<file path="src/rtl/fetch_stage.sv">
// -----------------------------------------------------------------------------
// fetch_stage
//   Instruction-fetch stage plus IF/ID pipeline register. Sits directly
//   downstream of the pc unit: it forwards the current PC to a synchronous
//   instruction memory (1-cycle read latency), returns PC+4 to the pc unit,
//   and holds the instruction in ID across stalls and squashes it on flush.
//
// Ports
//   clk          in   1      clock, all state updates on rising edge
//   rst          in   1      synchronous reset, active-high
//   pc           in   XLEN   current PC from the pc unit
//   if_id_write  in   1      1 = IF/ID advances, 0 = stall/hold
//   if_flush     in   1      1 = squash the instruction entering ID
//   imem_rdata   in   XLEN   instruction memory data, valid 1 cycle after addr
//   imem_addr    out  XLEN   instruction memory address (= pc)
//   pc_4_if      out  XLEN   pc + 4, combinational, to pc unit
//   pc_plus4_id  out  XLEN   registered PC+4 of the instruction in ID
//   pc_4_id      out  4      upper four bits of pc_plus4_id (jump path)
//   offset28     out  28     {instr_id[25:0], 2'b00} (jump path)
//   instr_id     out  XLEN   instruction in ID (NOP when slot invalid)
//   valid_id     out  1      ID slot holds a real instruction
//   fetch_cnt    out  CNT_W  number of valid instructions accepted into ID
// -----------------------------------------------------------------------------
module fetch_stage #(
  parameter int              XLEN  = 32,
  parameter logic [XLEN-1:0] NOP   = {XLEN{1'b0}},
  parameter int              CNT_W = 32
) (
  input  logic             clk,
  input  logic             rst,
  input  logic [XLEN-1:0]  pc,
  input  logic             if_id_write,
  input  logic             if_flush,
  input  logic [XLEN-1:0]  imem_rdata,
  output logic [XLEN-1:0]  imem_addr,
  output logic [XLEN-1:0]  pc_4_if,
  output logic [XLEN-1:0]  pc_plus4_id,
  output logic [3:0]       pc_4_id,
  output logic [27:0]      offset28,
  output logic [XLEN-1:0]  instr_id,
  output logic             valid_id,
  output logic [CNT_W-1:0] fetch_cnt
);

  localparam logic [XLEN-1:0]  PC_STEP  = {{(XLEN-3){1'b0}}, 3'b100};
  localparam logic [CNT_W-1:0] CNT_STEP = {{(CNT_W-1){1'b0}}, 1'b1};

  // Copy of the ID instruction captured on the first stall edge. The memory
  // keeps re-reading while the PC is held, so its output cannot be trusted
  // to still show the stalled instruction.
  logic [XLEN-1:0] hold_reg;
  logic            use_hold;

  // Memory address and next sequential PC are pure functions of pc.
  always_comb begin
    imem_addr = pc;
    pc_4_if   = pc + PC_STEP;
  end

  // IF/ID register: priority rst > flush > stall > advance.
  always_ff @(posedge clk) begin
    if (rst) begin
      pc_plus4_id <= {XLEN{1'b0}};
      valid_id    <= 1'b0;
      use_hold    <= 1'b0;
      hold_reg    <= {XLEN{1'b0}};
      fetch_cnt   <= {CNT_W{1'b0}};
    end else if (if_flush) begin
      // Bubble: PC+4 still tracks the squashed slot, counter untouched.
      pc_plus4_id <= pc_4_if;
      valid_id    <= 1'b0;
      use_hold    <= 1'b0;
    end else if (!if_id_write) begin
      // Capture only on the first stall edge; later edges would grab the
      // re-read data instead of the instruction actually in ID.
      if (!use_hold) begin
        hold_reg <= imem_rdata;
        use_hold <= 1'b1;
      end else begin
        hold_reg <= hold_reg;
        use_hold <= use_hold;
      end
    end else begin
      pc_plus4_id <= pc_4_if;
      valid_id    <= 1'b1;
      use_hold    <= 1'b0;
      fetch_cnt   <= fetch_cnt + CNT_STEP;
    end
  end

  // ID instruction select; the memory output is used directly except while
  // a stall is being held.
  always_comb begin
    if (!valid_id) begin
      instr_id = NOP;
    end else if (use_hold) begin
      instr_id = hold_reg;
    end else begin
      instr_id = imem_rdata;
    end
  end

  // Jump-path fields for the pc unit.
  always_comb begin
    offset28 = {instr_id[25:0], 2'b00};
    pc_4_id  = pc_plus4_id[XLEN-1:XLEN-4];
  end

endmodule

</file>
<file path="config.mk">
export PLATFORM = sky130hd
export DESIGN_NAME = fetch_stage
export DESIGN_NICKNAME = d
export VERILOG_FILES = /design/src/rtl/fetch_stage.sv
export SDC_FILE = /design/constraint.sdc
export NUM_CORES = 1
export LEC_CHECK = 0
export CORE_MARGIN = 4
export CORE_UTILIZATION = 39
export CTS_BUF_LIST = sky130_fd_sc_hd__clkbuf_4 sky130_fd_sc_hd__clkbuf_8
export DETAILED_ROUTE_END_ITERATION = 10
export PLACE_DENSITY = 0.87
export RECOVER_POWER = 50
export SLEW_MARGIN = 20
export SYNTH_ARGS = -nofsm -noshare
export SYNTH_HDL_FRONTEND = slang
export SYNTH_SLANG_ARGS = --single-unit
</file>
<file path="constraint.sdc">
create_clock -name clk -period 2.3 [get_ports clk]
set_clock_uncertainty 0.2 [all_clocks]
set_input_delay 0.46 -clock clk [delete_from_list [all_inputs] [get_ports clk]]
set_output_delay 0.46 -clock clk [all_outputs]
set_load 0.005 [all_outputs]
</file>
==> results <==
- The maximum cell stage delay along the critical path is 0.61 ns.
- The number of clock buffers added by TritonCTS is 9.
- The busiest metal layer after global routing is met2.
- The data required time of the worst path is 1.64 ns.
- The tree is rooted in a clkbuf_8.
- The critical path buffer and inverter count is 3.
- During synthesis, Yosys emitted a total of 0 warnings.
- The longest clock path from root to sink contains 2 buffers.
- The worst setup path is launched from an input pin.
- The normalized max-slew margin is 51.9%.
- The first global-routing pass estimated 34500 um of wire.
- Once the floorplan was initialized, standard cells occupied 39.9% of the core.
- The worst setup path is captured at an output port.
- Entering global routing, the biggest net connects 35 pins.
- The width of the die is 127 um.
- The top cell family by delay on the critical path is simple AND/OR/NAND/NOR gates.
- CTS built an H-tree with a depth of 3.
- The final wirelength is 24900 um.
- Traced cell by cell, the critical path runs through buf_6 -> nand4_1 -> or4_4 -> buf_6 -> or2_4 -> xnor2_2 -> buf_2.
- The total of endpoints with negative setup slack in the final report is 28.
- The initial antenna violation count came to 0.
- Leaving out fill and tap cells, the most frequent cell in the layout is buf_4.
- After synthesis, the netlist uses 49 different library cells.
- The cell occurring most often along the worst timing path is buf_6.
- In this run the mean area of a mapped cell was 8.88 um^2.
- For met3 alone, demand over resource in global routing was 6.98%.
- The top cell types in the final layout, fill and taps aside, are 143 x buf_4, 97 x dfxtp_1, 89 x clkdlybuf4s50_1.
- The max-slew violation count came to 0.
- The path type of the worst min-delay path is reg2reg.
- The top-level port count is 261.
- The checks that failed: setup timing.
- The worst hold margin is 0.282 ns.
- The count of TritonRoute iterations in the first routing pass is 5.
- The multi-input combinational cell area is 3360 um^2.
- In the finished design, the share of the clock period the worst path needs comes to 123%.
- The global routing usage summed across all routing layers is 26.6%.
- The total grt overflow is 0.
- The cell area after layout is 9880 um^2.
- The static leakage power is 4.33 nW.
- The number of max-capacitance violations reported is 0.
- Derived from the worst setup path, the maximum achievable clock frequency is 353 MHz.
- The number of rows created at floorplan is 43.
- The sequential cells in the finished layout cover a total of 1970 um^2.
- The area growth from synthesis to layout is 78.5%.
- The die span in y is 127 um.
- The start-to-end type of the worst setup path is in2out.
- Synthesis produced a netlist whose cell count is 623.
- The data arrival time of the critical path is 2.17 ns.
- The flow ran to the end, but the final reports show violations.
- The number of vias in the routed layout is 6677.
- Power spread over the standard cell area amounts to 421 nW/um^2.
- The floorplan step defined a die boundary enclosing 16200 um^2.
- The post-layout minimum cycle time is 2.83 ns.
- The count of input and output buffers is 258.
- The HPWL after detailed placement is 14400 um.
- The number of global-route vias before repair was 6582.
- Before CTS, the worst setup slack after placement is -1.17 ns.
- The number of routed nets with antenna violations is 0.
- The post-detailed-route wirelength per cell is 21.2 um.
- Summing the sequential cell areas from Yosys gives 35.4% of the chip area.
- For met1 alone, demand over resource in global routing was 29.3%.
- The hold violation count in the final report is 0.
- The top fanout value on the critical path is 3.
- For met2 alone, demand over resource in global routing was 46.7%.
- The number of nets in the final layout is 1062.
- The first routing iteration left 460 violations.
- The clock-pin slew reported for the worst setup and hold paths after clock tree synthesis is 0.09 ns.
- Dividing the detail-routed via count by the number of cells gives 5.67.
- For flop-to-flop paths, the worst setup slack is 0.07 ns.
- The synthesized cell area is 5540 um^2.
- After detailed placement, the total cell area comes to 8700 um^2.
- At the end of routability-driven placement, the weighted congestion stood at 0.943.
- IR analysis of the VDD net gives a maximum drop of 0.000352 V.
- TritonCTS built the clock tree.
- The flip-flop and latch count after synthesis is 98.
- The minimum setup slack in the final design is -0.529 ns.
- For this design, the slowest cell found on the critical path is or4_4.
- Buffers inserted to repair hold after CTS numbered 0.
- The transition time of the tightest slew-check pin is 0.722 ns.
- In the final layout, the share of cells above drive strength 1 is 36.7%.
- The tree built by TritonCTS fans out to 98 sinks.
- The number of remaining DRC errors is 0.
- The later pin in the worst-skew pair is clocked with a latency of 0.37 ns.
- The repair_antennas step left the layout with diodes totalling 0.
- Setup repair after global routing could not meet its margin everywhere.
- The filler cell count is 964.
- The core footprint is 13900 um^2.
## cell usage after synthesis (all sizes together)
cell | number | share of area [%]
a21oi | 17 | 1.5
a221o | 9 | 1.6
a22o | 48 | 7.6
a31oi | 5 | 0.57
a32oi | 3 | 0.47
and2 | 5 | 0.57
and3 | 13 | 1.5
and3b | 1 | 0.16
and4 | 8 | 1.3
and4b | 1 | 0.18
buf | 73 | 9.8
clkbuf | 33 | 2.2
conb | 1 | 0.068
dfxtp | 98 | 35
ha | 2 | 0.45
inv | 4 | 0.27
mux2i | 33 | 6.0
nand2 | 36 | 2.4
nand3 | 24 | 2.3
nand3b | 2 | 0.27
nand4 | 20 | 2.6
nand4b | 1 | 0.16
nor2 | 32 | 2.2
nor2b | 33 | 3.7
nor3 | 13 | 1.2
nor4 | 11 | 1.4
o211ai | 6 | 0.81
o21ai | 3 | 0.27
o21ba | 2 | 0.36
o21bai | 1 | 0.14
o31a | 1 | 0.16
o31ai | 14 | 1.9
o41ai | 1 | 0.16
or2 | 2 | 0.23
or3 | 3 | 0.34
or4 | 21 | 2.9
or4b | 2 | 0.36
xnor2 | 19 | 3.0
xor2 | 22 | 3.5
## report_power, final
group	internal (mW)	switching [mW]	leakage, nW
sequential	1.77	0.0460	0.802
clock	0.677	0.658	0.112
combinational	0.561	0.447	3.41
## worst paths after layout
path / from / endpoint / cells after the start
worst max-delay path: pc[19] / pc_4_if[27] / 7
worst min-delay path: hold_reg[19]$_SDFFE_PP0P_ / hold_reg[19]$_SDFFE_PP0P_ / 1
worst max register to register: fetch_cnt[14]$_SDFFE_PP0P_ / fetch_cnt[31]$_SDFFE_PP0P_ / 4
worst min register to register: hold_reg[19]$_SDFFE_PP0P_ / hold_reg[19]$_SDFFE_PP0P_ / 1
## per-layer routing
metal / vias to the layer above / wire length (um)
met5: - / 0
met4: 0 / 1350
met3: 111 / 2270
met2: 439 / 12200
met1: 3168 / 9080
li1: 2959 / -
## per-stage QoR
stage                     std cells  power (mW)  utilization, %  setup TNS (ns)
after floorplan                 624        2.17               -          -0.145
after global placement         1078        2.72            62.7          -37.06
after detailed placement       1078        2.73            62.7          -39.29
after CTS                      1138        4.08            68.6           -2.61
after global routing           1177        4.31            71.2           -8.25
final                          1177        4.16            71.2           -5.70
## area by class of cell
type / instances / share of cell area, %
Clock buffer: 11 / 1.53
Clock inverter: 5 / 0.848
Inverter: 4 / 0.152
Multi-Input combinational cell: 416 / 34.0
Sequential cell: 98 / 19.9
Tap cell: 180 / 2.28
Timing Repair Buffer: 463 / 41.3
## cell families after synthesis
family / synth area share (%)
muxes: 5.97
DFF: 35.4
and+or+nand+nor: 23.7
xor gates and xnor gates: 6.49
buffers and inverters: 12.3
adders and majority gates: 0.452
AOI/OAI and AO/OA: 15.6
other: 0.0677
## what timing repair did
action                                  in CTS  in global routing
pin swaps                                   49                 38
resized for setup                          407                 98
endpoints found under the setup margin     100                 60
endpoints found under the hold margin        0                  0
buffers inserted                            43                 38
gates cloned                                 1                  2
Power figures use the tool's default switching activity.
==> edit, RTL diff (same settings) <==
Register the output `imem_addr`, with the module's reset; this adds one clock of latency there. The other outputs are not delayed to match.
--- a/src/rtl/fetch_stage.sv
+++ b/src/rtl/fetch_stage.sv
@@ -46,4 +46,6 @@
   localparam logic [CNT_W-1:0] CNT_STEP = {{(CNT_W-1){1'b0}}, 1'b1};
 
+  logic [XLEN-1:0] imem_addr_d;
+
   // Copy of the ID instruction captured on the first stall edge. The memory
   // keeps re-reading while the PC is held, so its output cannot be trusted
@@ -54,5 +56,5 @@
   // Memory address and next sequential PC are pure functions of pc.
   always_comb begin
-    imem_addr = pc;
+    imem_addr_d = pc;
     pc_4_if   = pc + PC_STEP;
   end
@@ -107,4 +109,12 @@
   end
 
+  always_ff @(posedge clk) begin
+    if (rst) begin
+      imem_addr <= '0;
+    end else begin
+      imem_addr <= imem_addr_d;
+    end
+  end
+
 endmodule
 
Formal check against the unedited RTL: not equivalent (a bounded check fails within 4 cycles, from zero or initial values and one cycle with rst high).
==> edit against the unedited design <==
  * The flow still finishes with violations (negative setup slack)
  * Utilization decreased by 1.4 points
  * Hold slack got worse by 180 ps
  * Sequential power increased by 33%
  * Wire length increased by 0.96%
  * Synthesized area increased by 13%
  * Cell area increased by 9.0%
  * Count of clock-buffer cells in the layout increased by 7
  * Setup slack improved by 360 ps
  * Sequential cell count increased by 32
  * Global-route usage decreased by 1.0 points
  * Total power increased by 30%
  * Critical endpoint is now pc_4_if[28]
  * Highest routed layer unchanged
==> edit: results (changes against the unedited design) <==
| Metric | Value |
|---|---|
| VDD IR max | `437 uV (was 352 uV)` |
| Setup-failing EPs final | `34 (was 28)` |
| Critical Path AT | `1810 ps (was 2170 ps)` |
| Status | `finished with violations (unchanged)` |
| Layout net count | `1125 (was 1062)` |
| Clock power frac | `0.372 (was 0.321)` |
| Met2 wire len | `13.0 mm (was 12.2 mm)` |
| Sequential-to-total area share from yosys stat | `0.418 (was 0.354)` |
| Post-CTS setup buffers | `40 (was 43)` |
| Post-route insts no fill | `1281 (was 1177)` |
| Initial antenna violation count | `1 (was 0)` |
| Max stage delay cell, worst path | `and3_4 (was or4_4)` |
| Crit-path max FO | `2 (was 3)` |
| Setup TNS | `-2270 ps (was -5700 ps)` |
| Slowest stage delay, CP | `220 ps (was 610 ps)` |
| Placed insts | `1181 (was 1078)` |
| Met3 usage | `0.0773 (was 0.0698)` |
| RePlAce Congestion | `0.899 (was 0.943)` |
| Setup crit end | `pc_4_if[28] (was pc_4_if[27])` |
| TritonCTS Buffers | `17 (was 9)` |
| DRT iter0 DRCs | `388 (was 460)` |
| Failing checks | `negative setup slack (unchanged)` |
| Adder-Cell Fraction of Synth Area | `0.00402 (was 0.00452)` |
| GRT Overall Usage | `0.256 (was 0.266)` |
| Final worst slack | `-169 ps (was -529 ps)` |
| Top cells by count, synth | `130 x dfxtp_1, 64 x nor2b_1, 47 x a22o_1 (was 98 x dfxtp_1, 66 x buf_4, 48 x a22o_1)` |
-- edit: cell count changes after synthesis, moves of 4 or more --
cell     unedited run  this run
dfxtp_1            98       130
buf_4              66        35
nor2b_1            33        64
or4_1              20        12
inv_1               4        11
nor2_1             32        39
mux2_2              0         5
nand3_1            23        28
o31ai_1            14         9
buf_1               1         5
or3_1               3         7
-- edit: final cells by class --
type                            count  area [um2]
Fill cell                        1087        4660
Timing Repair Buffer              443        3900
Multi-Input combinational cell    452        3560
Sequential cell                   130        2610
Tap cell                          211         264
Clock buffer                       18         241
Clock inverter                     14         155
Inverter                           11        41.3
Antenna cell                        2        5.00
-- edit: power by group through the flow --
stage / sequential (mW) / combinational (mW) / clock (mW)
2_1_floorplan: 2.46 / 0.332 / 0
3_3_place_gp: 2.45 / 0.916 / 0
3_5_place_dp: 2.46 / 0.931 / 0
4_1_cts: 2.40 / 0.959 / 2.00
5_1_grt: 2.42 / 1.05 / 2.14
6_report: 2.41 / 0.991 / 2.01
